`config.mk`:
```
export PLATFORM = sky130hd
export DESIGN_NAME = spi_rtt_hdr_ctrl
export DESIGN_NICKNAME = d
export VERILOG_FILES = /design/src/rtl/link16_dsp_if_pkg.sv /design/src/rtl/spi_rtt_hdr_pingpong.sv /design/src/rtl/spi_rtt_hdr_ctrl.sv
export SDC_FILE = /design/constraint.sdc
export NUM_CORES = 1
export LEC_CHECK = 0
export ABC_AREA = 1
export CAP_MARGIN = 20
export CORE_MARGIN = 2
export CORE_UTILIZATION = 55
export DETAILED_ROUTE_END_ITERATION = 7
export PLACE_DENSITY = 0.73
export SYNTH_ARGS = -nofsm -noshare
export SYNTH_HDL_FRONTEND = slang
export SYNTH_SLANG_ARGS = --single-unit
```
`constraint.sdc`:
```
create_clock -name logic_clk_in -period 3.95 [get_ports logic_clk_in]
set_input_delay 0.5925 -clock logic_clk_in [delete_from_list [all_inputs] [get_ports logic_clk_in]]
set_output_delay 0.5925 -clock logic_clk_in [all_outputs]
set_load 0.01 [all_outputs]
```
`src/rtl/link16_dsp_if_pkg.sv`:
```
// Shared constants and types for the DSP-to-link16 SPI header path.
// Sizes, reset defaults and the header read FSM encoding live here.
package link16_dsp_if_pkg;

    localparam int HDR_WORDS           = 8;
    localparam int DATA_W              = 32;
    localparam int ADDR_W              = 4;
    localparam int IDX_W               = 3;
    localparam int GAP_TIMEOUT_DEFAULT = 4096;

    localparam logic [6:0]        SPI_LEN_DEFAULT = 7'd31;
    localparam logic [DATA_W-1:0] HDR_SYNC_WORD   = 32'h5555AAAA;

    typedef enum logic {
        RD_IDLE = 1'b0,
        RD_SEND = 1'b1
    } rd_state_e;

    function automatic logic is_last_idx(input logic [IDX_W-1:0] idx);
        return idx == IDX_W'(HDR_WORDS - 1);
    endfunction

endpackage

```
`src/rtl/spi_rtt_hdr_pingpong.sv`:
```
// Two-bank header store with per-bank ready flags and independent
// write/read bank pointers; the controller decides when to commit or release.
module spi_rtt_hdr_pingpong
    import link16_dsp_if_pkg::*;
(
    input  logic              clk,
    input  logic              rst,
    input  logic              wr_en,
    input  logic [IDX_W-1:0]  wr_addr,
    input  logic [DATA_W-1:0] wr_data,
    input  logic              commit,
    input  logic [IDX_W-1:0]  rd_addr,
    input  logic              rd_done,
    output logic [DATA_W-1:0] rd_data,
    output logic [1:0]        ready,
    output logic              wbank,
    output logic              rbank
);

    logic [DATA_W-1:0] mem [2][HDR_WORDS];

    always_ff @(posedge clk) begin
        if (wr_en) begin
            mem[wbank][wr_addr] <= wr_data;
        end
    end

    assign rd_data = mem[rbank][rd_addr];

    // Commit and release never target the same bank: a bank is only committed while free.
    always_ff @(posedge clk or posedge rst) begin
        if (rst) begin
            ready <= 2'b00;
            wbank <= 1'b0;
            rbank <= 1'b0;
        end else begin
            if (commit) begin
                ready[wbank] <= 1'b1;
                wbank        <= ~wbank;
            end
            if (rd_done) begin
                ready[rbank] <= 1'b0;
                rbank        <= ~rbank;
            end
        end
    end

endmodule

```
`src/rtl/spi_rtt_hdr_ctrl.sv`:
```
// RTT header controller: collects SPI header frames into the ping-pong store,
// checks order and gaps, and streams one frame per RTT slot to the transmitter.
module spi_rtt_hdr_ctrl
    import link16_dsp_if_pkg::*;
#(
    parameter int GAP_TIMEOUT = GAP_TIMEOUT_DEFAULT
)
(
    input  logic              logic_clk_in,
    input  logic              logic_rst_in,
    input  logic [6:0]        cfg_spi_len_in,
    input  logic              cfg_spi_len_wr_in,
    output logic [6:0]        spi_reg_length_out,
    input  logic              spi_wr_in,
    input  logic [ADDR_W-1:0] spi_wr_addr_in,
    input  logic [DATA_W-1:0] spi_wr_data_in,
    input  logic              rtt_slot_start_in,
    output logic [DATA_W-1:0] rtt_hdr_data_out,
    output logic [2:0]        rtt_hdr_idx_out,
    output logic              rtt_hdr_valid_out,
    input  logic              rtt_hdr_ready_in,
    output logic              rtt_hdr_last_out,
    output logic              rtt_hdr_miss_out,
    output logic              hdr_seq_err_out,
    output logic              hdr_ovf_out,
    output logic [1:0]        bank_ready_out
);

    localparam int               GAP_W     = $clog2(GAP_TIMEOUT + 1);
    localparam logic [IDX_W-1:0] LAST_IDX  = IDX_W'(HDR_WORDS - 1);
    localparam logic [GAP_W-1:0] GAP_LIMIT = GAP_W'(GAP_TIMEOUT - 1);

    rd_state_e         state_q, state_d;
    logic [IDX_W-1:0]  ridx_q, ridx_d;
    logic [IDX_W-1:0]  wcnt_q, wcnt_d;
    logic [GAP_W-1:0]  gap_q, gap_d;
    logic              lost_q, lost_d;
    logic              seq_err_d, ovf_d, miss_d;
    logic              mem_wr_en, commit, rd_done;
    logic              in_order, wbank_busy;
    logic [DATA_W-1:0] rd_data;
    logic [1:0]        bank_ready;
    logic              wbank, rbank;

    spi_rtt_hdr_pingpong u_pingpong (
        .clk     (logic_clk_in),
        .rst     (logic_rst_in),
        .wr_en   (mem_wr_en),
        .wr_addr (spi_wr_addr_in[IDX_W-1:0]),
        .wr_data (spi_wr_data_in),
        .commit  (commit),
        .rd_addr (ridx_q),
        .rd_done (rd_done),
        .rd_data (rd_data),
        .ready   (bank_ready),
        .wbank   (wbank),
        .rbank   (rbank)
    );

    assign in_order       = (spi_wr_addr_in == ADDR_W'(wcnt_q));
    assign wbank_busy     = bank_ready[wbank] || ((state_q == RD_SEND) && (rbank == wbank));
    assign bank_ready_out = bank_ready;

    // A frame whose target bank was busy for any word is flagged lost and dropped at completion.
    always_comb begin
        wcnt_d    = wcnt_q;
        gap_d     = gap_q;
        lost_d    = lost_q;
        seq_err_d = 1'b0;
        ovf_d     = 1'b0;
        mem_wr_en = 1'b0;
        commit    = 1'b0;
        if (cfg_spi_len_wr_in && (wcnt_q != '0)) begin
            wcnt_d    = '0;
            gap_d     = '0;
            lost_d    = 1'b0;
            seq_err_d = 1'b1;
        end else if (spi_wr_in) begin
            gap_d = '0;
            if (in_order) begin
                mem_wr_en = !wbank_busy;
                if (wcnt_q == LAST_IDX) begin
                    wcnt_d = '0;
                    lost_d = 1'b0;
                    if (wbank_busy || lost_q) begin
                        ovf_d = 1'b1;
                    end else begin
                        commit = 1'b1;
                    end
                end else begin
                    wcnt_d = wcnt_q + 1'b1;
                    lost_d = lost_q || wbank_busy;
                end
            end else begin
                seq_err_d = 1'b1;
                if (spi_wr_addr_in == '0) begin
                    mem_wr_en = !wbank_busy;
                    wcnt_d    = IDX_W'(1);
                    lost_d    = wbank_busy;
                end else begin
                    wcnt_d = '0;
                    lost_d = 1'b0;
                end
            end
        end else if (wcnt_q != '0) begin
            if (gap_q == GAP_LIMIT) begin
                wcnt_d    = '0;
                gap_d     = '0;
                lost_d    = 1'b0;
                seq_err_d = 1'b1;
            end else begin
                gap_d = gap_q + 1'b1;
            end
        end
    end

    always_ff @(posedge logic_clk_in or posedge logic_rst_in) begin
        if (logic_rst_in) begin
            wcnt_q             <= '0;
            gap_q              <= '0;
            lost_q             <= 1'b0;
            hdr_seq_err_out    <= 1'b0;
            hdr_ovf_out        <= 1'b0;
            rtt_hdr_miss_out   <= 1'b0;
            spi_reg_length_out <= SPI_LEN_DEFAULT;
        end else begin
            wcnt_q           <= wcnt_d;
            gap_q            <= gap_d;
            lost_q           <= lost_d;
            hdr_seq_err_out  <= seq_err_d;
            hdr_ovf_out      <= ovf_d;
            rtt_hdr_miss_out <= miss_d;
            if (cfg_spi_len_wr_in) begin
                spi_reg_length_out <= cfg_spi_len_in;
            end
        end
    end

    always_ff @(posedge logic_clk_in or posedge logic_rst_in) begin
        if (logic_rst_in) begin
            state_q <= RD_IDLE;
            ridx_q  <= '0;
        end else begin
            state_q <= state_d;
            ridx_q  <= ridx_d;
        end
    end

    // Slot starts during SEND are dropped silently; the ready flag is sampled registered,
    // so a bank committed on the slot-start cycle still counts as a miss.
    always_comb begin
        state_d = state_q;
        ridx_d  = ridx_q;
        miss_d  = 1'b0;
        rd_done = 1'b0;
        case (state_q)
            RD_IDLE: begin
                if (rtt_slot_start_in) begin
                    if (bank_ready[rbank]) begin
                        state_d = RD_SEND;
                        ridx_d  = '0;
                    end else begin
                        miss_d = 1'b1;
                    end
                end
            end
            RD_SEND: begin
                if (rtt_hdr_ready_in) begin
                    if (is_last_idx(ridx_q)) begin
                        ridx_d  = '0;
                        rd_done = 1'b1;
                        state_d = RD_IDLE;
                    end else begin
                        ridx_d = ridx_q + 1'b1;
                    end
                end
            end
            default: state_d = RD_IDLE;
        endcase
    end

    always_comb begin
        rtt_hdr_valid_out = 1'b0;
        rtt_hdr_data_out  = '0;
        rtt_hdr_idx_out   = '0;
        rtt_hdr_last_out  = 1'b0;
        if (state_q == RD_SEND) begin
            rtt_hdr_valid_out = 1'b1;
            rtt_hdr_data_out  = rd_data;
            rtt_hdr_idx_out   = ridx_q;
            rtt_hdr_last_out  = is_last_idx(ridx_q);
        end
    end

endmodule

```
==> out/summary.txt, run 1 <==
Total Power = 17,000 uW
Reg area = 16,300 um2
Cell Area, Placed = 24,100 um2
PostCTS Resize Cnt = 0
clock skew = 17.4 ps
number of core rows = 73
Worst slew margin = 31.7%
root buf cell = clkbuf_16
Startpoint Class = register
Yosys Warn Count = 0
die area = 42,400 um2
multi-input logic area = 5450 um2
IO Port Bufs = 97
drt drc = 0
antenna violations before repair = 1
num ports = 98
CTS max path bufs = 3
fin crit share = 96.6%
VDD IR max = 0.430 mV
first-pass GRT wire length = 80.9 mm
setup slack after placement = 695 ps
Vias = 14,750
TritonCTS clock tree = done
Cell Pwr Density = 660 nW/um2
Worst-Skew Late Latency = 600 ps
Synth cell types = 34
ANT nets after route = 0
DRT iter0 DRCs = 1,523
largest net degree at the start of global routing = 85
Total GRT Usage = 25.5%
CTS H-tree depth = 2
gr ovfl total = 0
total CTS buffers = 53
Pins Over Slew Limit = 0
multiplexer share of the synthesized area = 0.0447%
Starting Density = 56.0%
Total Nets Final = 2,063
RePlAce Congestion = 0.798
WP buf/inv = 3
Req. time, crit path = 3360 ps
most frequent CP cell = nand2_1
Synth Area in Adders = 0.335%
outcome = completed
Die Span X = 206 um
Post-Route Setup TNS = 0 ps
WHS = 415 ps
DR vias/cell = 5.74
Yosys top cell by area = edfxtp_1
largest family of logic cells by synthesized area = simple AND/OR/NAND/NOR gates
Die H = 206 um
max cap viols = 0
final std cell area, no fill = 25,800 um2
largest cells by area after synthesis = edfxtp_1 (69%), nor2_1 (8.1%), nand3_1 (4.2%)
static leakage = 0.00902 uW
# hold bufs at CTS = 0
top cell type's share of synthesized area = 68.6%
share of cells above drive strength 1 = 7.24%
HPWL Detailed = 26.8 mm
Post-Syn Nets = 1,980
Mapped Cells = 1,925
complex-gate fraction of the synthesized area = 6.41%
CP endpoint kind = output pin
Clock transition at path regs = 60 ps
crit path max fanout = 43
Synth Area in XOR/XNOR = 0.274%
Simple-Gate Fraction of Synth Area = 16.7%
critical path arrival = 3220 ps
final worst slack = 133 ps
CTS Sinks = 547
Final setup viols = 0
fin crit period = 3820 ps
Seq/Total Area, Yosys = 72.6%
Area Overhead vs Synth = 15.2%
synthesized area = 22,400 um2
fill count = 2,915
crit-path cells = inv_8 -> buf_4 -> nand2_1 -> nand2_1 -> nand2_1 -> nand3_1 -> nand3_1 -> a21oi_1 -> clkdlybuf4s50_1
slowest CP cell = dfrtp_4
Mapped Avg Cell Area = 11.6 um2
critical path class = reg -> out
Core Area = 40,000 um2
Final Routed Wirelength = 53.1 mm
flops & latches, synth = 547
CP delay by family, top = buffers and inverters
WL/cell = 20.7 um
max incr delay on CP = 680 ps
Max Freq = 262 MHz
Slew @ Worst Pin = 1020 ps
Post-CTS Setup Inserts = 0
DR pass1 iterations = 5
vias in the first global route = 14,364
worst hold-check path type = in -> async
Hold Vio Cnt, Final = 0
## metal layers
metal	vias to the layer above	track usage [%]	share of wire [%]
li1	6878	-	-
met2	637	43.0	49
met3	118	4.48	8.1
met4	2	8.67	2.7
met5	-	0	0.030
met1	7115	33.8	40
## registers in the layout, summed over array words and instances, names as in the netlist
signal              cells
u_pingpong.rbank        1
ridx_q                  3
state_q                 1
rtt_hdr_miss_out        1
spi_reg_length_out      7
hdr_seq_err_out         1
wcnt_q                  3
u_pingpong.ready        2
u_pingpong.wbank        1
gap_q                  13
u_pingpong.mem        512
hdr_ovf_out             1
lost_q                  1
## worst min-delay path: stages
cell and delay, ps:
clkdlybuf4s50_1 400, inv_1 50, buf_4 390
## cell usage after synthesis
cell	count
edfxtp_1	512
nor2_1	481
nand2_1	241
nand3_1	188
o21ai_0	156
o21ai_1	60
inv_1	44
a21oi_1	41
clkbuf_1	32
dfrtp_1	30
buf_2	26
buf_4	18
buf_1	15
o211ai_1	15
buf_6	11
clkbuf_2	11
nand4_1	11
ha_1	6
xor2_1	6
dfstp_2	5
inv_2	2
nor3_1	2
a21boi_2	1
a21oi_2	1
clkinv_1	1
clkinv_4	1
inv_4	1
mux2i_1	1
nand2_2	1
nand3b_1	1
o21ai_2	1
o21bai_1	1
or2_2	1
xnor2_1	1
## power breakdown
part | switching, uW | total, uW | internal (uW)
sequential | 160 | 6570 | 6410
clock | 2040 | 4930 | 2890
combinational | 3450 | 5530 | 2080
total | 5650 | 17000 | 11400
## final cells by class
cell class,instances,share of cell area (%)
flip-flops and latches,547,63.0
multi-input cells,1216,21.1
repair buffers,141,6.01
clock buffers,71,5.64
well taps,525,2.55
clock inverters,20,0.873
inverters,49,0.752
diodes,1,0.00970
## layout by cell type (no fill, tap or decap), drive strengths merged, types with 2 or more instances in the layout
cell | synthesis | layout
nor3 | 2 | 2
nor2 | 481 | 481
clkbuf | 43 | 71
ha | 6 | 6
o21ai | 217 | 217
dfrtp | 30 | 30
a21oi | 42 | 42
xor2 | 6 | 6
o211ai | 15 | 15
nand3 | 188 | 188
clkdlybuf4s50 | 0 | 97
nand4 | 11 | 11
edfxtp | 512 | 512
bufinv | 0 | 5
buf | 70 | 44
inv | 47 | 49
dfstp | 5 | 5
clkinv | 2 | 15
nand2 | 242 | 242
## worst paths after layout
path                                       start                endpoint  slack [ps]  depth (start not counted)
setup / recovery                u_pingpong.rbank    rtt_hdr_data_out[23]         130                          9
hold reg to reg            spi_reg_length_out[4]   spi_reg_length_out[4]         460                          2
max in group asynchronous           logic_rst_in               ridx_q[0]        3180                          3
setup reg to reg                u_pingpong.rbank  u_pingpong.mem[1][179]        1050                          6
min in group logic_clk_in  spi_reg_length_out[4]   spi_reg_length_out[4]         460                          2
hold / removal                      logic_rst_in               ridx_q[1]         420                          3
## through the flow
step / util (%) / std cells
after global placement: 60.3 / 2478
after global routing: 64.5 / 2569
after detailed placement: 60.3 / 2478
final: 64.5 / 2570
after floorplan: - / 1925
after CTS: 64.5 / 2569
## cells by family (layout without fill, tap and decap cells)
family,Yosys count,after routing
AO/OA/AOI/OAI,276,276
XOR/XNOR,7,7
adder cells (fa/ha/maj),6,6
buffers and inverters,162,281
flip-flops,547,547
multiplexers,1,1
other,0,1
AND/OR/NAND/NOR,926,926
(Power assumes the default switching activity.)
==> run 2: changes to the inputs <==
--- a/config.mk
+++ b/config.mk
@@ -12,3 +12,3 @@
 export DETAILED_ROUTE_END_ITERATION = 7
-export PLACE_DENSITY = 0.73
+export PLACE_DENSITY_LB_ADDON = 0.15
 export SYNTH_ARGS = -nofsm -noshare
==> constraint.sdc (replaced) <==
create_clock -name logic_clk_in -period 3.95 [get_ports logic_clk_in]
set_input_delay 0.79 -clock logic_clk_in [delete_from_list [all_inputs] [get_ports logic_clk_in]]
set_output_delay 0.79 -clock logic_clk_in [all_outputs]
set_load 0.01 [all_outputs]
==> run 2 against run 1 <==
Net effect:
- clock skew increased by 1.8 ps
- sequential share of layout area decreased by 0.29 points
- cell count increased by 0.82%
- worst hold slack improved by 54 ps
- combinational power increased by 9.0%
- final area increased by 0.47%
- via count increased by 1.2%
- sequential power decreased by 0.6%
- routed wire length increased by 5.5%
- clock power increased by 1%
- highest routed layer is now met4
==> out/summary.txt, run 2 (synthesis results as in run 1) <==
final worst slack = 75.1 ps (-57.8 ps)
Final setup viols = 0 (unchanged)
total CTS buffers = 55 (+3.8%)
Final Routed Wirelength = 56.0 mm (+5.5%)
Die Span X = 206 um (unchanged)
Slew @ Worst Pin = 927 ps (-97.2 ps)
Largest register FFs = 512 (unchanged)
Startpoint Class = register
antenna diode count = 0 (-1)
static leakage = 0.00914 uW (+1.4%)
Hold Vio Cnt, Final = 0 (unchanged)
# hold bufs at CTS = 0 (unchanged)
multi-input logic area = 5460 um2 (about the same)
crit path max fanout = 39 (-9.3%)
Cell Pwr Density = 677 nW/um2 (+2.5%)
Area Overhead vs Synth = 15.7%
CTS Sinks = 547 (unchanged)
first-pass GRT wire length = 83.2 mm (+2.9%)
Total Nets Final = 2,078 (+0.73%)
Reg area = 16,300 um2 (unchanged)
share of cells above drive strength 1 = 8.37% (+1.1 points)
DRT iter0 DRCs = 1,460 (-4.1%)
setup slack after placement = 626 ps (-68.4 ps)
DR pass1 iterations = 6 (+1)
drt drc = 0 (unchanged)
ANT nets after route = 0 (unchanged)
setup repair after global routing missed its margin = true
CTS H-tree depth = 2 (unchanged)
die area = 42,400 um2 (unchanged)
most frequent cells in the layout = edfxtp_1 (512), nor2_1 (465), nand2_1 (241)
Worst slew margin = 38.1% (+6.4 points)
Pins Over Slew Limit = 0 (unchanged)
outcome = completed
Vias = 14,923 (+1.2%)
Max Freq = 258 MHz (-1.5%)
vias in the first global route = 14,282 (-0.57%)
Total GRT Usage = 26.5% (+1.0 points)
max cap viols = 0 (unchanged)
CTS max path bufs = 3 (unchanged)
number of core rows = 73 (unchanged)
root buf cell = clkbuf_16
num ports = 98 (unchanged)
antenna violations before repair = 0 (-1)
most common cell after layout, fill and taps aside = edfxtp_1
Core Area = 40,000 um2 (unchanged)
Req. time, crit path = 3160 ps (-200 ps)
fin crit period = 3870 ps (+57.8 ps)
fin crit share = 98.1% (+1.5 points)
critical path arrival = 3080 ps (-140 ps)
largest net degree at the start of global routing = 107 (+26%)
VDD IR max = 0.549 mV (+28%)
worst hold-check path type = reg -> reg
WL/cell = 21.6 um (+4.7%)
Starting Density = 56.0% (unchanged)
clock skew = 19.2 ps (+1.83 ps)
Total Power = 17,500 uW (+3.0%)
Clock transition at path regs = 60 ps (about the same)
Die H = 206 um (unchanged)
DR vias/cell = 5.76 (+0.35%)
critical path class = reg -> out
TritonCTS clock tree = done
most flop-heavy register = u_pingpong.mem
hold-critical path depth = 2
HPWL Detailed = 32.1 mm (+20%)
Top Registers = u_pingpong.mem (512), gap_q (13), spi_reg_length_out (7)
Worst-Skew Late Latency = 620 ps (+20 ps)
IO Port Bufs = 97 (unchanged)
gr ovfl total = 0 (unchanged)
RePlAce Congestion = 0.821 (+2.9%)
worst reg2reg path depth = 6 (unchanged)
CP endpoint kind = output pin
fill count = 3,046 (+4.5%)
-- run 2: cell count changes in the layout (fill, tap and decap cells not counted), moves of 2 or more --
cell / delta
inv_16: +2
inv_8: -2
buf_12: -10
clkinv_2: +10
buf_16: +4
bufinv_16: -2
clkbuf_1: -5
clkinv_8: +2
clkinv_1: +3
buf_4: +17
-- run 2: metal layers --
layer  part of all wire, %  up-vias  track usage (%)
met4                   2.2        0             7.30
met2                    47      655             42.0
met3                   8.9       92             4.66
met1                    42     7258             38.3
li1                      -     6918                -
met5                     0        -                0
-- run 2: cell type report --
class	instances	share of cell area, %
repair buffers	154	6.28
well taps	525	2.53
inverters	49	0.792
multi-input cells	1216	21.0
clock buffers	66	5.55
clock inverters	34	1.06
flip-flops and latches	547	62.7
-- run 2: through the flow --
| stage | area [um2] | hold slack (ps) | setup TNS (ps) | cells | util [%] |
|---|---|---|---|---|---|
| 5_1_grt | 25900 | 489 | -79.5 | 2591 | 64.8 |
| 3_3_place_gp | 24100 | 452 | 0 | 2489 | 60.3 |
| 3_5_place_dp | 24100 | 462 | 0 | 2489 | 60.3 |
| 6_report | 25900 | 469 | 0 | 2591 | 64.8 |
| 2_1_floorplan | 22400 | 469 | 0 | 1925 | - |
| 4_1_cts | 25800 | 471 | -71.9 | 2589 | 64.6 |
-- run 2: power breakdown --
| part | leakage [uW] | total (uW) | switching (uW) | internal (uW) |
|---|---|---|---|---|
| logic | 0.00325 | 6030 | 3840 | 2190 |
| registers | 0.00504 | 6530 | 126 | 6410 |
| clock network | 0.000849 | 4980 | 2190 | 2790 |
| total | 0.00914 | 17500 | 6150 | 11400 |
-- run 2: worst max-delay path, cell delays in order, from the launching register on --
cell and delay (ps):
dfrtp_4 590, inv_16 190, buf_4 330, nand2_1 110
nand2_1 80, nand2_1 60, nand3_1 160, nand3_1 170
a21oi_1 210, clkdlybuf4s50_1 570
-- run 2: worst paths after layout --
check                                 startpoint  slack [ps]                      to
max                             u_pingpong.rbank          80     rtt_hdr_data_out[8]
min                        spi_reg_length_out[3]         470   spi_reg_length_out[3]
max reg2reg                              state_q        1160  u_pingpong.mem[1][236]
min reg2reg                spi_reg_length_out[3]         470   spi_reg_length_out[3]
max in group asynchronous           logic_rst_in        2460   spi_reg_length_out[4]
min in group asynchronous           logic_rst_in         690             hdr_ovf_out
-- run 2: timing repair --
item,in CTS,in global routing
setup endpoints to repair,4,27
gates cloned,0,1
setup buffers,0,1
resized for setup,0,15
==> run 3: changes to the inputs <==
- PLACE_DENSITY: unset -> 0.7
- PLACE_DENSITY_LB_ADDON: 0.15 -> unset
- REMOVE_ABC_BUFFERS: unset -> 1
- SKIP_CTS_REPAIR_TIMING: unset -> 1
==> run 3 against run 2 <==
Net effect:
- core utilization barely moved
- fmax rose by 1.3%
- clock-buffer cell count increased by 2
- critical path type unchanged
- largest power group unchanged
==> out/summary.txt, run 3 (synthesis results as in run 1) <==
IO Port Bufs = 97 (unchanged)
CTS H-tree depth = 2 (unchanged)
most common cell after layout, fill and taps aside = edfxtp_1
met2 wire len = 26.6 mm (+1.7%)
Hold Vio Cnt, Final = 0 (unchanged)
WP buf/inv = 3 (unchanged)
Area Overhead vs Synth = 15.8% (about the same)
Startpoint Class = register
VDD IR max = 0.428 mV (-22%)
Vias = 15,065 (+0.95%)
total CTS buffers = 53 (-3.6%)
Final Routed Wirelength = 55.4 mm (-1.2%)
clock skew = 16.8 ps (-2.36 ps)
Total Nets Final = 2,084 (+0.29%)
num ports = 98 (unchanged)
share of cells above drive strength 1 = 8.75% (+0.37 points)
vias in the first global route = 14,549 (+1.9%)
most frequent cells in the layout = edfxtp_1 (512), nor2_1 (465), nand2_1 (241)
CP endpoint kind = output pin
critical path class = reg -> out
Clock transition at path regs = 60 ps (about the same)
Cell Pwr Density = 676 nW/um2 (about the same)
Pins Over Slew Limit = 0 (unchanged)
first-pass GRT wire length = 84.5 mm (+1.5%)
slowest CP cell = clkdlybuf4s50_1
DR WL met3 = 4.28 mm (-14%)
wl on met1 = 23.1 mm (-2.1%)
fin crit share = 96.8% (-1.3 points)
setup repair after global routing missed its margin = false
Top Registers = u_pingpong.mem (512), gap_q (13), spi_reg_length_out (7)
antenna violations before repair = 0 (unchanged)
max cap viols = 0 (unchanged)
DR vias/cell = 5.81 (+0.83%)
gr ovfl total = 0 (unchanged)
Placed Instances = 2,492 (+0.12%)
Worst slew margin = 28.6% (-9.6 points)
Total GRT Usage = 26.6% (+0.057 points)
most frequent CP cell = nand3_1
DRT iter0 DRCs = 1,743 (+19%)
WL/cell = 21.3 um (-1.3%)
WHS = 462 ps (-7.59 ps)
DR pass1 iterations = 5 (-1)
CTS Sinks = 547 (unchanged)
Die H = 206 um (unchanged)
multi-input logic area = 5470 um2 (+0.34%)
highest routed layer = met4
Die Span X = 206 um (unchanged)
root buf cell = clkbuf_16
CP delay by family, top = buffers and inverters
drt drc = 0 (unchanged)
Slew @ Worst Pin = 1070 ps (+145 ps)
fin crit period = 3820 ps (-50.6 ps)
fill count = 2,984 (-2.0%)
Starting Density = 56.0% (unchanged)
ANT nets after route = 0 (unchanged)
max incr delay on CP = 590 ps (about the same)
Req. time, crit path = 3160 ps (about the same)
outcome = completed
HPWL Detailed = 32.0 mm (-0.15%)
Largest register FFs = 512 (unchanged)
crit-path cells = buf_12 -> buf_4 -> nor2_1 -> o21ai_0 -> nand3_1 -> nand3_1 -> a21oi_2 -> clkdlybuf4s50_1
antenna diode count = 0 (unchanged)
number of core rows = 73 (unchanged)
Layout Cells excl Fill = 2,594 (+0.12%)
worst hold-check path type = reg -> reg
Reg area = 16,300 um2 (unchanged)
Core Area = 40,000 um2 (unchanged)
Max Freq = 261 MHz (+1.3%)
CTS max path bufs = 3 (unchanged)
die area = 42,400 um2 (unchanged)
TritonCTS clock tree = done
RePlAce Congestion = 0.832 (+1.4%)
static leakage = 0.00914 uW (about the same)
largest net degree at the start of global routing = 100 (-6.5%)
Worst-Skew Late Latency = 600 ps (-20 ps)
critical path arrival = 3030 ps (-50 ps)
most flop-heavy register = u_pingpong.mem
Final setup viols = 0 (unchanged)
crit path max fanout = 53 (+36%)
==> run 3: cell count changes in the layout (fill, tap and decap cells not counted), moves of 3 or more <==
cell and delta:
a21oi_1 -3, buf_4 +9, clkinv_1 -5, clkbuf_1 +3, buf_16 -3
==> run 3: per-stage QoR <==
| step | cell area [um2] | setup slack, ps | power [uW] | TNS, ps | utilization [%] |
|---|---|---|---|---|---|
| 2_1_floorplan | 21800 | -4770 | 10100 | -1712940 | - |
| 3_5_place_dp | 24100 | 474 | 12500 | 0 | 60.3 |
| 4_1_cts | 25800 | -170 | 17500 | -746 | 64.6 |
| 6_report | 25900 | 126 | 17500 | 0 | 64.8 |
| 3_3_place_gp | 24100 | 470 | 12400 | 0 | 60.3 |
| 5_1_grt | 25900 | 0.566 | 18400 | 0 | 64.8 |
==> run 3: worst register-to-register path: stages, from the launching register on <==
cell and delay [ps]:
dfrtp_1 520, inv_2 810, o21ai_2 130, nand2_1 250, nand4_1 330, nor2_4 160
buf_4 430
==> run 3: final cells by class <==
cell class	count	share of cell area, %
Clock inverter	27	1.04
Timing Repair Buffer	162	6.32
Inverter	49	0.767
Clock buffer	68	5.53
Tap cell	525	2.53
Sequential cell	547	62.7
Multi-Input combinational cell	1216	21.1
==> run 3: metal layers <==
metal / GRT usage, % / vias up
met4: 9.23 / 0
li1: - / 6932
met3: 4.51 / 100
met1: 37.0 / 7370
met2: 42.7 / 663
met5: 0 / -
==> run 3: power breakdown <==
| group | switching (uW) | internal [uW] |
|---|---|---|
| sequential | 153 | 6410 |
| clock | 2090 | 2880 |
| combinational | 3790 | 2220 |
| total | 6030 | 11500 |
==> run 3: path summary, 6_finish.rpt <==
path | startpoint | to | slack, ps | cells after the start
max | ridx_q[0] | rtt_hdr_data_out[16] | 130 | 8
min | spi_reg_length_out[1] | spi_reg_length_out[1] | 460 | 2
max reg2reg | state_q | u_pingpong.mem[1][238] | 920 | 6
min reg2reg | spi_reg_length_out[1] | spi_reg_length_out[1] | 460 | 2
max in group asynchronous | logic_rst_in | gap_q[12] | 2670 | 3
min in group asynchronous | logic_rst_in | spi_reg_length_out[5] | 580 | 2
